### config.mk
export PLATFORM = sky130hd
export DESIGN_NAME = alu_arbiter
export DESIGN_NICKNAME = d
export VERILOG_FILES = /design/src/rtl/alu_arbiter.sv
export SDC_FILE = /design/constraint.sdc
export NUM_CORES = 1
export LEC_CHECK = 0
export CAP_MARGIN = 20
export CORE_ASPECT_RATIO = 0.7
export CORE_MARGIN = 3
export CORE_UTILIZATION = 40
export CTS_CLUSTER_SIZE = 30
export DETAILED_ROUTE_END_ITERATION = 16
export PLACE_DENSITY = 0.79
export SLEW_MARGIN = 20
export SYNTH_ARGS = -nofsm -noshare
export SYNTH_HDL_FRONTEND = slang
export SYNTH_SLANG_ARGS = --single-unit
### constraint.sdc
create_clock -name clk -period 1.7 [get_ports clk]
set_clock_uncertainty 0.05 [all_clocks]
set_input_delay 0.51 -clock clk [delete_from_list [all_inputs] [get_ports clk]]
set_output_delay 0.51 -clock clk [all_outputs]
set_load 0.005 [all_outputs]
### src/rtl/alu_arbiter.sv
// Purpose: shares one external combinational ALU between two requesters, round-robin, one op in flight.
// Latency: the result is valid two cycles after the accept cycle; commands are spaced at least three cycles apart.
// Backpressure: req*_ready stays low while busy; an untaken response holds RESP until its owner's rsp_ready.
//
// Ports:
//   clk, rst_n                      rising-edge clock, asynchronous active-low reset
//   reqN_valid/ready/op/a/b         command handshake per requester (N = 0, 1)
//   rspN_valid/ready/r/flag         response handshake per requester
//   alu_a/alu_b/alu_sel             operands and select code to the external ALU
//   alu_r/alu_flag                  result and flag (A > B, unsigned) from the external ALU
//   busy                            high whenever the FSM is not IDLE
//   last_grant                      index of the most recently accepted requester
module alu_arbiter #(
  parameter int WIDTH = 4
) (
  input  logic             clk,
  input  logic             rst_n,
  // requester 0 command
  input  logic             req0_valid,
  output logic             req0_ready,
  input  logic [2:0]       req0_op,
  input  logic [WIDTH-1:0] req0_a,
  input  logic [WIDTH-1:0] req0_b,
  // requester 1 command
  input  logic             req1_valid,
  output logic             req1_ready,
  input  logic [2:0]       req1_op,
  input  logic [WIDTH-1:0] req1_a,
  input  logic [WIDTH-1:0] req1_b,
  // requester 0 response
  output logic             rsp0_valid,
  input  logic             rsp0_ready,
  output logic [WIDTH-1:0] rsp0_r,
  output logic             rsp0_flag,
  // requester 1 response
  output logic             rsp1_valid,
  input  logic             rsp1_ready,
  output logic [WIDTH-1:0] rsp1_r,
  output logic             rsp1_flag,
  // shared ALU
  output logic [WIDTH-1:0] alu_a,
  output logic [WIDTH-1:0] alu_b,
  output logic [2:0]       alu_sel,
  input  logic [WIDTH-1:0] alu_r,
  input  logic             alu_flag,
  // status
  output logic             busy,
  output logic             last_grant
);

  typedef enum logic [1:0] {
    IDLE = 2'd0,
    EXEC = 2'd1,
    RESP = 2'd2
  } state_t;

  state_t           state;
  state_t           state_nxt;

  logic             winner;        // requester that would be granted this cycle
  logic             any_valid;
  logic             accept;        // command handshake with the winner
  logic             rsp_hs;        // response handshake with the owner
  logic             owner;         // requester whose operation is in flight
  logic             last_grant_q;

  logic [2:0]       op_q;
  logic [WIDTH-1:0] a_q;
  logic [WIDTH-1:0] b_q;

  // Each requester keeps its own result so its r/flag stay at its last
  // result even after the other requester has been served.
  logic [WIDTH-1:0] r0_q;
  logic [WIDTH-1:0] r1_q;
  logic             flag0_q;
  logic             flag1_q;

  // ---------------------------------------------------------------------------
  // Arbitration
  // ---------------------------------------------------------------------------
  // On a tie the requester that did not win last time goes first; because
  // last_grant resets to 1, requester 0 wins a tie right after reset.
  always_comb begin
    winner = ~last_grant_q;
    if (req0_valid && !req1_valid) begin
      winner = 1'b0;
    end else if (req1_valid && !req0_valid) begin
      winner = 1'b1;
    end
  end

  assign any_valid = req0_valid | req1_valid;

  // rst_n gates the handshake so a requester holding valid through reset
  // never sees ready while the block is held in reset.
  assign accept = rst_n && (state == IDLE) && any_valid;
  assign rsp_hs = (state == RESP) && (owner ? rsp1_ready : rsp0_ready);

  // ---------------------------------------------------------------------------
  // FSM: state register
  // ---------------------------------------------------------------------------
  always_ff @(posedge clk or negedge rst_n) begin
    if (!rst_n) begin
      state <= IDLE;
    end else begin
      state <= state_nxt;
    end
  end

  // ---------------------------------------------------------------------------
  // FSM: next state
  // ---------------------------------------------------------------------------
  always_comb begin
    state_nxt = state;
    unique case (state)
      IDLE:    if (accept) state_nxt = EXEC;
      EXEC:    state_nxt = RESP;
      RESP:    if (rsp_hs) state_nxt = IDLE;
      default: state_nxt = IDLE;
    endcase
  end

  // ---------------------------------------------------------------------------
  // FSM: outputs
  // ---------------------------------------------------------------------------
  always_comb begin
    req0_ready = 1'b0;
    req1_ready = 1'b0;
    rsp0_valid = 1'b0;
    rsp1_valid = 1'b0;
    busy       = (state != IDLE);
    if (accept) begin
      req0_ready = ~winner;
      req1_ready = winner;
    end
    if (state == RESP) begin
      rsp0_valid = ~owner;
      rsp1_valid = owner;
    end
  end

  // ---------------------------------------------------------------------------
  // Command capture and grant history
  // ---------------------------------------------------------------------------
  // Operands are only loaded on accept, so they stay stable from EXEC
  // through RESP and the ALU inputs cannot glitch while a result is held.
  always_ff @(posedge clk or negedge rst_n) begin
    if (!rst_n) begin
      op_q         <= 3'b000;
      a_q          <= '0;
      b_q          <= '0;
      owner        <= 1'b0;
      last_grant_q <= 1'b1;
    end else if (accept) begin
      owner        <= winner;
      last_grant_q <= winner;
      if (winner) begin
        op_q <= req1_op;
        a_q  <= req1_a;
        b_q  <= req1_b;
      end else begin
        op_q <= req0_op;
        a_q  <= req0_a;
        b_q  <= req0_b;
      end
    end
  end

  // ---------------------------------------------------------------------------
  // Result capture
  // ---------------------------------------------------------------------------
  // The ALU is purely combinational, so its output for the latched operands
  // is already settled at the end of EXEC.
  always_ff @(posedge clk or negedge rst_n) begin
    if (!rst_n) begin
      r0_q    <= '0;
      r1_q    <= '0;
      flag0_q <= 1'b0;
      flag1_q <= 1'b0;
    end else if (state == EXEC) begin
      if (owner) begin
        r1_q    <= alu_r;
        flag1_q <= alu_flag;
      end else begin
        r0_q    <= alu_r;
        flag0_q <= alu_flag;
      end
    end
  end

  // ---------------------------------------------------------------------------
  // Output wiring
  // ---------------------------------------------------------------------------
  assign alu_a      = a_q;
  assign alu_b      = b_q;
  assign alu_sel    = op_q;
  assign rsp0_r     = r0_q;
  assign rsp0_flag  = flag0_q;
  assign rsp1_r     = r1_q;
  assign rsp1_flag  = flag1_q;
  assign last_grant = last_grant_q;

endmodule

# Yosys cells after proc, flatten, opt, wreduce, memory -nomap -nowiden
# Index checks and enable logic that the tools add are counted.
dict set report totals {
  ff_bits 25
  input_bits 33
  out_inout_bits 27
  elab_cells 43
}
dict set report op_classes {
  eq_ne 4
  n_mux 13
  n_bitwise 4
  n_reduce_logical 12
}
# cell n
set op_table {}
lappend op_table {{$mux W4} 2}
lappend op_table {{$mux W1} 7}
lappend op_table {{$pmux W2 S3} 1}
lappend op_table {{$reduce_and A2 Y1} 3}
lappend op_table {{$logic_and A1 B1 Y1} 5}
lappend op_table {{$mux W2} 2}
lappend op_table {{$ne A2 B2 Y1 const B} 2}
lappend op_table {{$mux W3} 1}
lappend op_table {{$not A1 Y1} 3}
lappend op_table {{$eq A2 B1 Y1 const B} 1}
lappend op_table {{$eq A2 B2 Y1 const B} 1}
lappend op_table {{$logic_not A1 Y1} 2}
lappend op_table {{$logic_not A2 Y1} 1}
lappend op_table {{$reduce_bool A2 Y1} 1}
lappend op_table {{$or A1 B1 Y1} 1}

# Logic depth before layout (Yosys ltp)
dict set report depth {
  ltp_word 6
  ltp_mapped 5
  depth_no_buf 4
}

# Worst setup path after synthesis
# OpenSTA, ideal clock, no wires.
dict set report synth_timing {
  path_type {input to output}
  from {input port req1_valid}
  to {output port req1_ready}
  arrival_time_ns 1.027
  required_time_ns 1.140
  slack_ns 0.113
  cell_stages 4
  path_buffers 0
  path_cell_list {or2_1 nand2_1 inv_2 and2_1}
}
dict set report synth_between {
  elab_chain_cells 4
  word_cells_on_any_way 8
  cone_classes {mux: 3; bitwise: 1; reduce/logical: 4}
}
# item line
set synth_rtl {}
lappend synth_rtl {{from (decl)} 25} ;# input logic req1_valid,
lappend synth_rtl {{$logic_and A1 B1 Y1 / $logic_not A1 Y1 (equally long branches)} {87, 85}}
lappend synth_rtl {{$mux W1 / $logic_and A1 B1 Y1 (equally long branches)} {87, 85}}
lappend synth_rtl {{$mux W1} 85} ;# if (req0_valid && !req1_valid) begin
lappend synth_rtl {{$mux W1 *} 132} ;# if (accept) begin
lappend synth_rtl {{to (decl)} 26} ;# output logic req1_ready,
# Mark *: on every way between the ends. The rest lies on a longest branch, timed or not.

# Worst setup path in the final report
dict set report layout_timing {
  from {register state[1]}
  to {output port req1_ready}
}
dict set report layout_between {
  elab_chain_cells 4
}
# item line
set layout_rtl {}
lappend layout_rtl {{from (decl)} 57} ;# state_t state;
lappend layout_rtl {{from (signal assigned)} 106} ;# state <= state_nxt;
lappend layout_rtl {{$logic_not A2 Y1} 96} ;# assign accept = rst_n && (state == IDLE) && any_valid;
lappend layout_rtl {{$logic_and A1 B1 Y1 (2 in series)} 96}
lappend layout_rtl {{$mux W1} 132}
# Every way passes these cells.

==> metrics.md <==
| Metric | Value |
|---|---|
| Outcome | `complete, but fails checks` |
| Failing checks | `setup timing` |
| Hold Path Class | `input port to async pin` |
| Total vias in the final route | `1241` |
| Dpl hpwl | `2660 um` |
| Placer Congestion | `0.857` |
| Synth Area in XOR/XNOR | `0%` |
| Startpoint Class | `flop` |
| Iteration-0 DRC Markers | `55` |
| Multiplexer share of the synthesized area | `13.2%` |
| Int Power | `2240 uW` |
| Layout cell share with drive strength beyond 1 | `38.3%` |
| Largest family of logic cells by synthesized area | `compound AO/OA/AOI/OAI gates` |
| ANT cells | `0` |
| Worst setup EP type | `output port` |
| Clock buffer depth | `2` |
| CTS tree | `done` |
| Initial antenna violation count | `0` |
| Starting Density | `43.3%` |
| Slew @ Worst Pin | `0.370 ns` |
| Fin util | `76.3%` |
| Psw | `1110 uW` |
| Dpl ws | `-0.931 ns` |
| Die H | `52.7 um` |
| Hold-fix buffer count after cts | `0` |
| Final period util | `109%` |
| # DRC | `0` |
| Pwr/cell area | `1520 nW/um^2` |
| Antenna Violating Nets Remaining | `0` |
| Placement Rows | `16` |
| CP Max Fanout | `3` |
| CP Cell Sequence | `nor3b_4, nand2_2, inv_2, and2_1, buf_2` |
| Worst path top cell family by delay | `flip-flops` |
| Netlist cell types | `23` |
| Critical Path Max Stage Delay | `0.44 ns` |
| Worst Reg-to-Reg Cells | `5` |
| Largest net degree at the start of global routing | `26` |
| Commonest non-fill, non-tap cells in the layout | `30 x clkdlybuf4s50_1, 30 x buf_4, 23 x dfrtp_1` |
| Slew HR | `75.4%` |
| Pleak | `0.00105 uW` |
| Syn avg cell area | `11.4 sq um` |
| Worst EP arrival | `1.30 ns` |
| Top Ports | `60` |
| H-tree levels | `1` |
| Fin crit period | `1.86 ns` |
| Fmax | `539 MHz` |
| Cell count after synthesis | `110` |
| Post-Layout Cell Count | `232` |
| Core Area | `2880 sq um` |
| Worst R2R Start | `state[0]` |
| Switching share of power | `33.1%` |
| Placed insts | `205` |
| Number of port buffers | `59` |
| Critical Path Slowest Stage Cell | `dfrtp_2` |
| Synth Warn # | `0` |
| VDD IR max | `920 uV` |
| Syn_nets | `143` |
| Reg power frac | `32.5%` |
| Vias in the first global route | `1178` |
| DIE AREA | `3840 sq um` |
| Comb pwr share | `57.2%` |
| CTS clk-pin slew, worst paths | `0.09 ns` |
| Number of setup violations in the final report | `5` |
| WL/cell | `17.0 um` |
| Max Slew Vio Count | `0` |
| First-pass GRT wire length | `5950 um` |
| RSZ-0062 raised after global routing | `true` |
| Drt first pass iters | `4` |
| Clk pwr share | `10.4%` |
| Flop2flop setup slack | `0.11 ns` |
| Critical path type | `flop to output port` |
| Num CTS Buffers | `3` |
| Routed WL | `3950 um` |
| Clk_lat worst skew | `0.26 ns` |
| Synth Area in Compound Gates | `25.4%` |
| Routed vias/inst | `5.35` |
| Crit path buffers/inverters | `2` |
| Simple-gate share of the synthesized area | `6.61%` |
| Overflow after GRT | `0` |
| Final setup margin | `-0.157 ns` |
| Final-stage net count | `230` |
| Total power | `3350 uW` |
| Area grow syn2layout | `76.3%` |
| Area of the mapped netlist | `1250 sq um` |
| Reg2reg end | `rsp1_r[3]` |
| Register area share after synthesis | `50.2%` |
| Min Hold Slack | `0.311 ns` |
| Final Hold Viols | `0` |
| Worst EP required | `1.14 ns` |
| GR Util All Layers | `20.4%` |
| Clk root buf | `clkbuf_8` |
| Yosys reg bits | `25` |
| Clock sink count | `25` |
| Post-Synth Adder-Cell Area | `0%` |
| Die width | `72.8 um` |
| Max_cap viols | `0` |
| Crit. path cell count | `5` |
-- cell type report --
class	count	area, sq um
repair buffers	91	836
fillers	181	682
multi-input cells	74	639
flip-flops and latches	25	628
clock buffers	4	45.0
well taps	36	45.0
inverters	2	7.51
-- repair_timing --
action,CTS,global route
hold endpoints to repair,0,0
setup endpoints to repair,29,30
pin swaps,6,4
buffers inserted,12,12
resized for setup,55,23
-- routing by layer --
| layer | vias up | track usage (%) | routed length [um] |
|---|---|---|---|
| li1 | 583 | - | - |
| met1 | 619 | 26.6 | 1680 |
| met2 | 35 | 35.5 | 2060 |
| met3 | 4 | 4.98 | 194 |
| met4 | 0 | 1.84 | 23 |
| met5 | - | 0 | 0 |
-- power by group through the flow --
stage | Clock, uW | Sequential [uW] | Combinational (uW)
2_1_floorplan | 0 | 1110 | 658
3_3_place_gp | 0 | 1080 | 1520
3_5_place_dp | 0 | 1090 | 1570
4_1_cts | 353 | 1090 | 1710
5_1_grt | 382 | 1130 | 2060
6_report | 348 | 1090 | 1910
-- worst max path at each step --
stage	startpoint	end	slack, ns
after global placement	req1_valid	req1_ready	-0.88
after global routing	state[1]	req1_ready	-0.24
after floorplan	req1_valid	req1_ready	0.11
final	state[1]	req1_ready	-0.16
after detailed placement	req1_valid	req1_ready	-0.93
after CTS	last_grant	req1_ready	-0.16
-- kinds of logic (layout without fill, tap and decap cells) --
kind of cell,Yosys count,in the layout
muxes,13,13
and+or+nand+nor,13,13
DFF,25,25
buffers and inverters,11,97
AOI/OAI and AO/OA,48,48
-- metrics by stage --
step / TNS [ns] / instance area (sq um)
global route: -0.702 / 2200
global placement: -8.63 / 1900
floorplan: 0 / 1250
finish: -0.358 / 2200
CTS: -0.330 / 2040
detailed placement: -10.33 / 1900
-- cell usage after synthesis, drive strengths merged --
cell    count  area [sq um]
mux2       13           165
a32oi      11          96.3
and2        1          6.26
clkbuf      1          3.75
o21a       11          82.6
o21ai       2          10.0
a21oi      22           110
o21bai      1          7.51
inv         2          7.51
nand2b      2          20.0
nand2       2          7.51
nor2        4          17.5
a21bo       1          10.0
nor3b       1          12.5
dfstp       1          26.3
buf         8          46.3
or2         3          18.8
dfrtp      24           601
-- flip-flops by register name (all words and copies together) (netlist names), 2 cells and up --
signal   flops
alu_a        4
alu_b        4
rsp0_r       4
rsp1_r       4
alu_sel      3
state        2
No activity file was read; power rests on OpenSTA's default activity.
